**src/rtl/chain_add_scheduler.sv**
```systemverilog
// chain_add_scheduler: two-requester, round-robin chained adder.
// A granted requester streams signed operands that are summed into an
// accumulator; the chain closes on a 'last' beat or after MAX_TERMS beats,
// and the result is held on the output until the consumer takes it.
// A sticky flag records whether any partial sum left the interval [LO,HI].
// Optional feature: define CHAIN_ADD_CLAMP_EN to saturate each out-of-interval
// partial sum to LO/HI; otherwise partial sums wrap to WIDTH bits.
module chain_add_scheduler #(
  parameter int WIDTH     = 16,
  parameter int MAX_TERMS = 8,
  parameter int LO        = -1000,
  parameter int HI        = 1000
) (
  input  logic             clock,
  input  logic             reset,
  input  logic             io_in_0_valid,
  output logic             io_in_0_ready,
  input  logic [WIDTH-1:0] io_in_0_bits_data,
  input  logic             io_in_0_bits_last,
  input  logic             io_in_1_valid,
  output logic             io_in_1_ready,
  input  logic [WIDTH-1:0] io_in_1_bits_data,
  input  logic             io_in_1_bits_last,
  output logic             io_out_valid,
  input  logic             io_out_ready,
  output logic [WIDTH-1:0] io_out_bits_sum,
  output logic             io_out_bits_src,
  output logic             io_out_bits_ovf,
  output logic             io_busy
);

  typedef enum logic [1:0] {
    S_IDLE = 2'd0,
    S_ACC  = 2'd1,
    S_OUT  = 2'd2
  } state_t;

  // Interval bounds widened by one bit so they compare directly with the
  // unwrapped partial sum.
  localparam logic signed [WIDTH:0] LO_EXT  = (WIDTH+1)'(LO);
  localparam logic signed [WIDTH:0] HI_EXT  = (WIDTH+1)'(HI);
  localparam logic [7:0]            MAX_CNT = 8'(MAX_TERMS);

  state_t           state, state_next;
  logic             grant, grant_next;
  logic             last_src, last_src_next;
  logic [WIDTH-1:0] acc, acc_next;
  logic [7:0]       cnt, cnt_next;
  logic             ovf, ovf_next;

  logic             valid_g;
  logic             last_g;
  logic [WIDTH-1:0] data_g;
  logic signed [WIDTH:0] sum_ext;
  logic             below_lo;
  logic             above_hi;
  logic [WIDTH-1:0] acc_step;
  logic [7:0]       cnt_inc;
  logic             chain_end;
  logic             pick;

  // Granted-requester datapath: exact partial sum, range test, stored value.
  always_comb begin
    // NOTE: every always_comb output gets a default first so no path can
    // leave it unassigned and infer a latch.
    valid_g  = grant ? io_in_1_valid     : io_in_0_valid;
    last_g   = grant ? io_in_1_bits_last : io_in_0_bits_last;
    data_g   = grant ? io_in_1_bits_data : io_in_0_bits_data;
    sum_ext  = {acc[WIDTH-1], acc} + {data_g[WIDTH-1], data_g};
    below_lo = sum_ext < LO_EXT;
    above_hi = sum_ext > HI_EXT;
    acc_step = sum_ext[WIDTH-1:0];
`ifdef CHAIN_ADD_CLAMP_EN
    if (below_lo) acc_step = LO_EXT[WIDTH-1:0];
    if (above_hi) acc_step = HI_EXT[WIDTH-1:0];
`endif
    cnt_inc   = cnt + 8'd1;
    chain_end = last_g || (cnt_inc == MAX_CNT);
    // Round-robin: on contention favour the requester not served last.
    if (io_in_0_valid && io_in_1_valid) pick = ~last_src;
    else                                pick = io_in_1_valid;
  end

  // Next-state and output decode for the IDLE -> ACC -> OUT sequence.
  always_comb begin
    state_next      = state;
    grant_next      = grant;
    last_src_next   = last_src;
    acc_next        = acc;
    cnt_next        = cnt;
    ovf_next        = ovf;
    io_in_0_ready   = 1'b0;
    io_in_1_ready   = 1'b0;
    io_out_valid    = 1'b0;
    io_out_bits_sum = '0;
    io_out_bits_src = 1'b0;
    io_out_bits_ovf = 1'b0;
    io_busy         = 1'b0;
    case (state)
      S_IDLE: begin
        if (io_in_0_valid || io_in_1_valid) begin
          grant_next = pick;
          acc_next   = '0;
          cnt_next   = '0;
          ovf_next   = 1'b0;
          state_next = S_ACC;
        end
      end
      S_ACC: begin
        io_busy       = 1'b1;
        io_in_0_ready = ~grant;
        io_in_1_ready = grant;
        // A missing beat simply stalls; nothing changes until it arrives.
        if (valid_g) begin
          acc_next = acc_step;
          cnt_next = cnt_inc;
          if (below_lo || above_hi) ovf_next = 1'b1;
          if (chain_end) state_next = S_OUT;
        end
      end
      S_OUT: begin
        io_busy         = 1'b1;
        io_out_valid    = 1'b1;
        io_out_bits_sum = acc;
        io_out_bits_src = grant;
        io_out_bits_ovf = ovf;
        if (io_out_ready) begin
          last_src_next = grant;
          state_next    = S_IDLE;
        end
      end
      default: state_next = S_IDLE;
    endcase
  end

  // State register; reset drops any chain in flight and restores priority to 0.
  always_ff @(posedge clock) begin
    // NOTE: sequential state uses non-blocking assignments so every register
    // samples pre-edge values regardless of statement order.
    if (reset) begin
      state    <= S_IDLE;
      grant    <= 1'b0;
      last_src <= 1'b1;
      acc      <= '0;
      cnt      <= '0;
      ovf      <= 1'b0;
    end else begin
      state    <= state_next;
      grant    <= grant_next;
      last_src <= last_src_next;
      acc      <= acc_next;
      cnt      <= cnt_next;
      ovf      <= ovf_next;
    end
  end

endmodule

```
**config.mk**
```make
export PLATFORM = sky130hd
export DESIGN_NAME = chain_add_scheduler
export DESIGN_NICKNAME = d
export VERILOG_FILES = /design/src/rtl/chain_add_scheduler.sv
export SDC_FILE = /design/constraint.sdc
export NUM_CORES = 1
export LEC_CHECK = 0
export BUFFER_PORTS_ARGS = -buffer_cell sky130_fd_sc_hd__buf_2
export CAP_MARGIN = 25
export CORE_UTILIZATION = 54
export CTS_CLUSTER_DIAMETER = 60
export DETAILED_ROUTE_END_ITERATION = 10
export PLACE_DENSITY = 0.81
export SYNTH_ARGS = -nofsm -noshare
export SYNTH_HDL_FRONTEND = slang
export SYNTH_SLANG_ARGS = --single-unit
```
**constraint.sdc**
```tcl
create_clock -name clock -period 4.8 [get_ports clock]
set_clock_uncertainty 0.05 [all_clocks]
set_input_delay 0.24 -clock clock [delete_from_list [all_inputs] [get_ports clock]]
set_output_delay 0.24 -clock clock [all_outputs]
set_load 0.02 [all_outputs]
```
======== After elaboration in Yosys (flattened, before gate mapping) ========
Cells that the tools add are included.
storage, ports and cells
  output and inout bits ................... 22
  input bits .............................. 39
  logic and storage cells ................. 58
  register bits after elaboration ......... 29
cells by class
  bitwise operators ....................... 2
  magnitude comparators ................... 2
  reductions and logical operators ........ 12
  mux-type cells .......................... 26
  equality and inequality tests ........... 8
  $add $sub $neg .......................... 2
operator list
  kind                  number
  $mux 16               4
  $pmux 16 s2           1
  $add 16x16->17        1
  $gt 17x11->1 const B  1
  $lt 17x11->1 const B  1
  $mux 8                2
  $pmux 8 s2            1
  $mux 1                12
  $ne 2x2->1 const B    5
  $add 8x1->8 const B   1
  $eq 8x4->1 const B    1
  $mux 2                4
  $reduce_and 4->1      2
  $pmux 2 s3            1
  $reduce_and 2->1      2
  $logic_or 1x1->1      3
  $reduce_and 3->1      1
  $eq 2x1->1 const B    1
  $eq 2x2->1 const B    1
  $logic_not 2->1       1
  $not 1->1             2
  $pmux 1 s2            1
  $reduce_bool 2->1     1
  $reduce_or 2->1       1
  $logic_and 1x1->1     1

======== Logic depth before layout (Yosys ltp) ========
  depth in word-level cells ............... 7
  gate-level depth with buffers ........... 13
  mapped depth without buffers ............ 11

======== Least setup slack after synthesis ========
No wires, ideal clock.
  path type ............................... flip-flop to flip-flop
  start point ............................. register grant
  end point ............................... register ovf
  library setup time ...................... 133 ps
  data arrival time ....................... 3317 ps
  setup slack ............................. 1300 ps
  stages on the path, launching flop included .. 14
  period minus slack after synthesis ...... 3500 ps
  required time ........................... 4617 ps
  path through ............................ dfxtp_1 > clkbuf_1 > clkbuf_1 > mux2_2 > ha_1 > fa_1 > a211oi_1 > o211ai_1 > a41oi_2 > o21ai_1 > a211oi_1 > nand4_1 > nor4_1 > a211oi_1
between the ends
  cells in the longest elaborated chain, start to end .. 6
  elaborated cells between the ends (all ways) .. 9
  those cells by class .................... 1 x add/sub; 2 x order compare; 2 x eq/ne; 2 x mux; 2 x reduce/logical
RTL lines
  what                                                 RTL line  text
  start: declaration                                   45        logic grant, grant_next;
  start signal: assignment                             149       grant <= grant_next;
  $mux 16                                              68        data_g = grant ? io_in_1_bits_data : io_in_0_bits_data;
  $add 16x16->17                                       69        sum_ext = {acc[WIDTH-1], acc} + {data_g[WIDTH-1], data_g};
  $lt 17x11->1 / $gt 17x11->1 (equally long branches)  70, 71
  $logic_or 1x1->1                                     117       if (below_lo || above_hi) ovf_next = 1'b1;
  $ne 2x2->1 (no source line)                          -
  $reduce_and 4->1 (no source line) (*)                -
  end signal: assignment                               153       ovf <= ovf_next;
  end: declaration                                     49        logic ovf, ovf_next;
Mark *: on every way between the ends. The rest lies on a longest branch, timed or not.
A chain may end at the register's enable or synchronous reset.

======== Worst setup path after layout ========
Same ends and word-level chain as after synthesis.

==> metrics <==
FFs w/ async S/R, synth=0; Data arrival, critical path=3960 ps; Tot GR Track Use=0.273; CP endpoint kind=flip-flop; Final setup violation count=0; Reg clk slew, reported paths=70 ps; Post-synth EDFFs=0; Synth Area per Inst=7.89 sq um; Initial DRT Pass Iterations=4; detail-routed via count per cell=6.08; initial antenna violation count=0; total grt overflow=0; f_max=260 MHz; Slew @ Worst Pin=808 ps; later-pin clock latency in the skew report=290 ps; CTS Root Cell=clkbuf_8; cts hold-fix bufs=0; period utilization=0.802; Worst slew margin=0.461; GPL Wtd Cong=0.880; 1st-iter DRT viols=154; max cap viols=0; largest net degree at the start of global routing=28; core outline area=4380 sq um; status=completed; setup TNS=0 ps; DRT antenna net count=0; post-synth cell types=52; final WL=6320 um; vias in the first global route=2,416; most frequent cells in the layout=buf_2 (60), nor2_1 (38), dfxtp_1 (29); hpwl dp=4530 um; commonest non-fill, non-tap cell in the layout=buf_2; share of cells above drive strength 1=0.242; Vias=2,554; deepest clock path buffer count=2; post-synthesis sequential area ratio=0.235; flop-to-flop setup slack=950 ps; IO Pins=61; critical path type=reg -> reg; port bufs=60; fin nets=427; H-tree depth=2; ys flop type=dfxtp_1; die area=4850 sq um; Syn Nets=373; Sink Count=29; RSZ-0062 raised after global routing=false; row cnt=24; Post-route DRC=0; LEAKAGE=1.30 nW; ANT cells=0; post-CTS sizing=0; Synth Register Bits=29; DP Cell Count=412; Startpoint Class=flip-flop; PD cells=482 nW/um^2; final core occ=0.657; area grow syn2layout=16.6%; global-route wire length before repair=10,800 um; Post-CTS Setup Bufs=0; die height=69.6 um; WL/cell=15.0 um; crit path max fanout=13; worst hold path class=in -> reg; YS warnings=0; CTS tree=yes; post-route insts no fill=420; maximum vdd ir drop=0.000262 V; Fillers=373; Num CTS Buffers=5; Final min period=3850 ps; mapped cell area=2470 sq um; Die Width=69.6 um; Syn Inst Count=313; Starting Density=0.564; final hold viol count=0; Final Max Slew Viols=0; WP data required=4910 ps
## where the power goes
group	switching (W)	total [W]	internal [W]
registers	0.0000467	0.000337	0.000290
clock network	0.000105	0.000205	0.0000999
logic	0.000516	0.000847	0.000331
## critical path, cell delays in order, from the launching register on
cell	delay, ps
dfxtp_1	740
mux2_2	410
ha_1	220
fa_1	450
a211oi_1	310
o211ai_1	180
a41oi_2	320
o21ai_1	180
a211oi_1	390
nand4_1	170
nor4_1	200
a211oi_1	100
## sequential cells by signal (all words and copies together), names as in the netlist
signal    cells
acc          16
cnt           8
state         2
grant         1
last_src      1
ovf           1
## cells in the mapped netlist, drive strengths merged (3+ instances only)
cell type,count,area share
nand3b,4,0.012
nand3,12,0.024
and2,22,0.056
nor2,38,0.058
o21ai,12,0.024
a21oi,19,0.038
clkbuf,14,0.021
a21o,4,0.012
nor4,4,0.010
and3,4,0.010
inv,7,0.011
xor2,4,0.014
mux2i,3,0.012
xnor2,7,0.025
mux2,16,0.073
nand2,27,0.041
dfxtp,29,0.23
a211oi,4,0.012
nand2b,4,0.010
a22oi,15,0.046
nor3,6,0.012
ha,20,0.10
nor2b,4,0.010
## final timing paths
path                start  endpoint  cells past startpoint
max                 grant       ovf                     11
min          io_out_ready  last_src                      3
max reg2reg         grant       ovf                     11
min reg2reg      last_src  last_src                      2
## cell type report
class                      count  area, sq um  area share
sequential                    29          581       0.201
tap                           52         65.1      0.0226
inverter                       7         26.3     0.00912
clock inverter                 3         17.5     0.00608
timing repair buffer          62          315       0.109
multi-input combinational    262         1810       0.627
clock buffer                   5         68.8      0.0239
## routing by layer
layer  share of wire  global-route usage  vias up
met1            0.43               0.334     1180
met4           0.021               0.109        0
met3           0.063              0.0451       15
li1                -                   -     1256
met2            0.48               0.475      103
met5               0                   0        -
## cell families (layout without fill, tap and decap cells)
kind of cell | Yosys count | after routing | synth area share
xor gates and xnor gates | 11 | 11 | 0.0390
adders and majority gates | 21 | 21 | 0.109
AOI/OAI and AO/OA | 79 | 79 | 0.232
DFF | 29 | 29 | 0.235
and+or+nand+nor | 132 | 132 | 0.266
buffers and inverters | 22 | 77 | 0.0334
muxes | 19 | 19 | 0.0851
## per-stage QoR
| step | setup WS (ps) | hold slack (ps) | power, W | area, sq um |
|---|---|---|---|---|
| final | 948 | 185 | 0.00139 | 2880 |
| after CTS | 992 | 174 | 0.00138 | 2880 |
| after global placement | 1300 | 403 | 0.00115 | 2800 |
| after detailed placement | 1060 | 407 | 0.00117 | 2800 |
| after floorplan | 1300 | 348 | 0.000978 | 2470 |
| after global routing | 639 | 212 | 0.00151 | 2880 |
No activity file was read; power rests on OpenSTA's default activity.
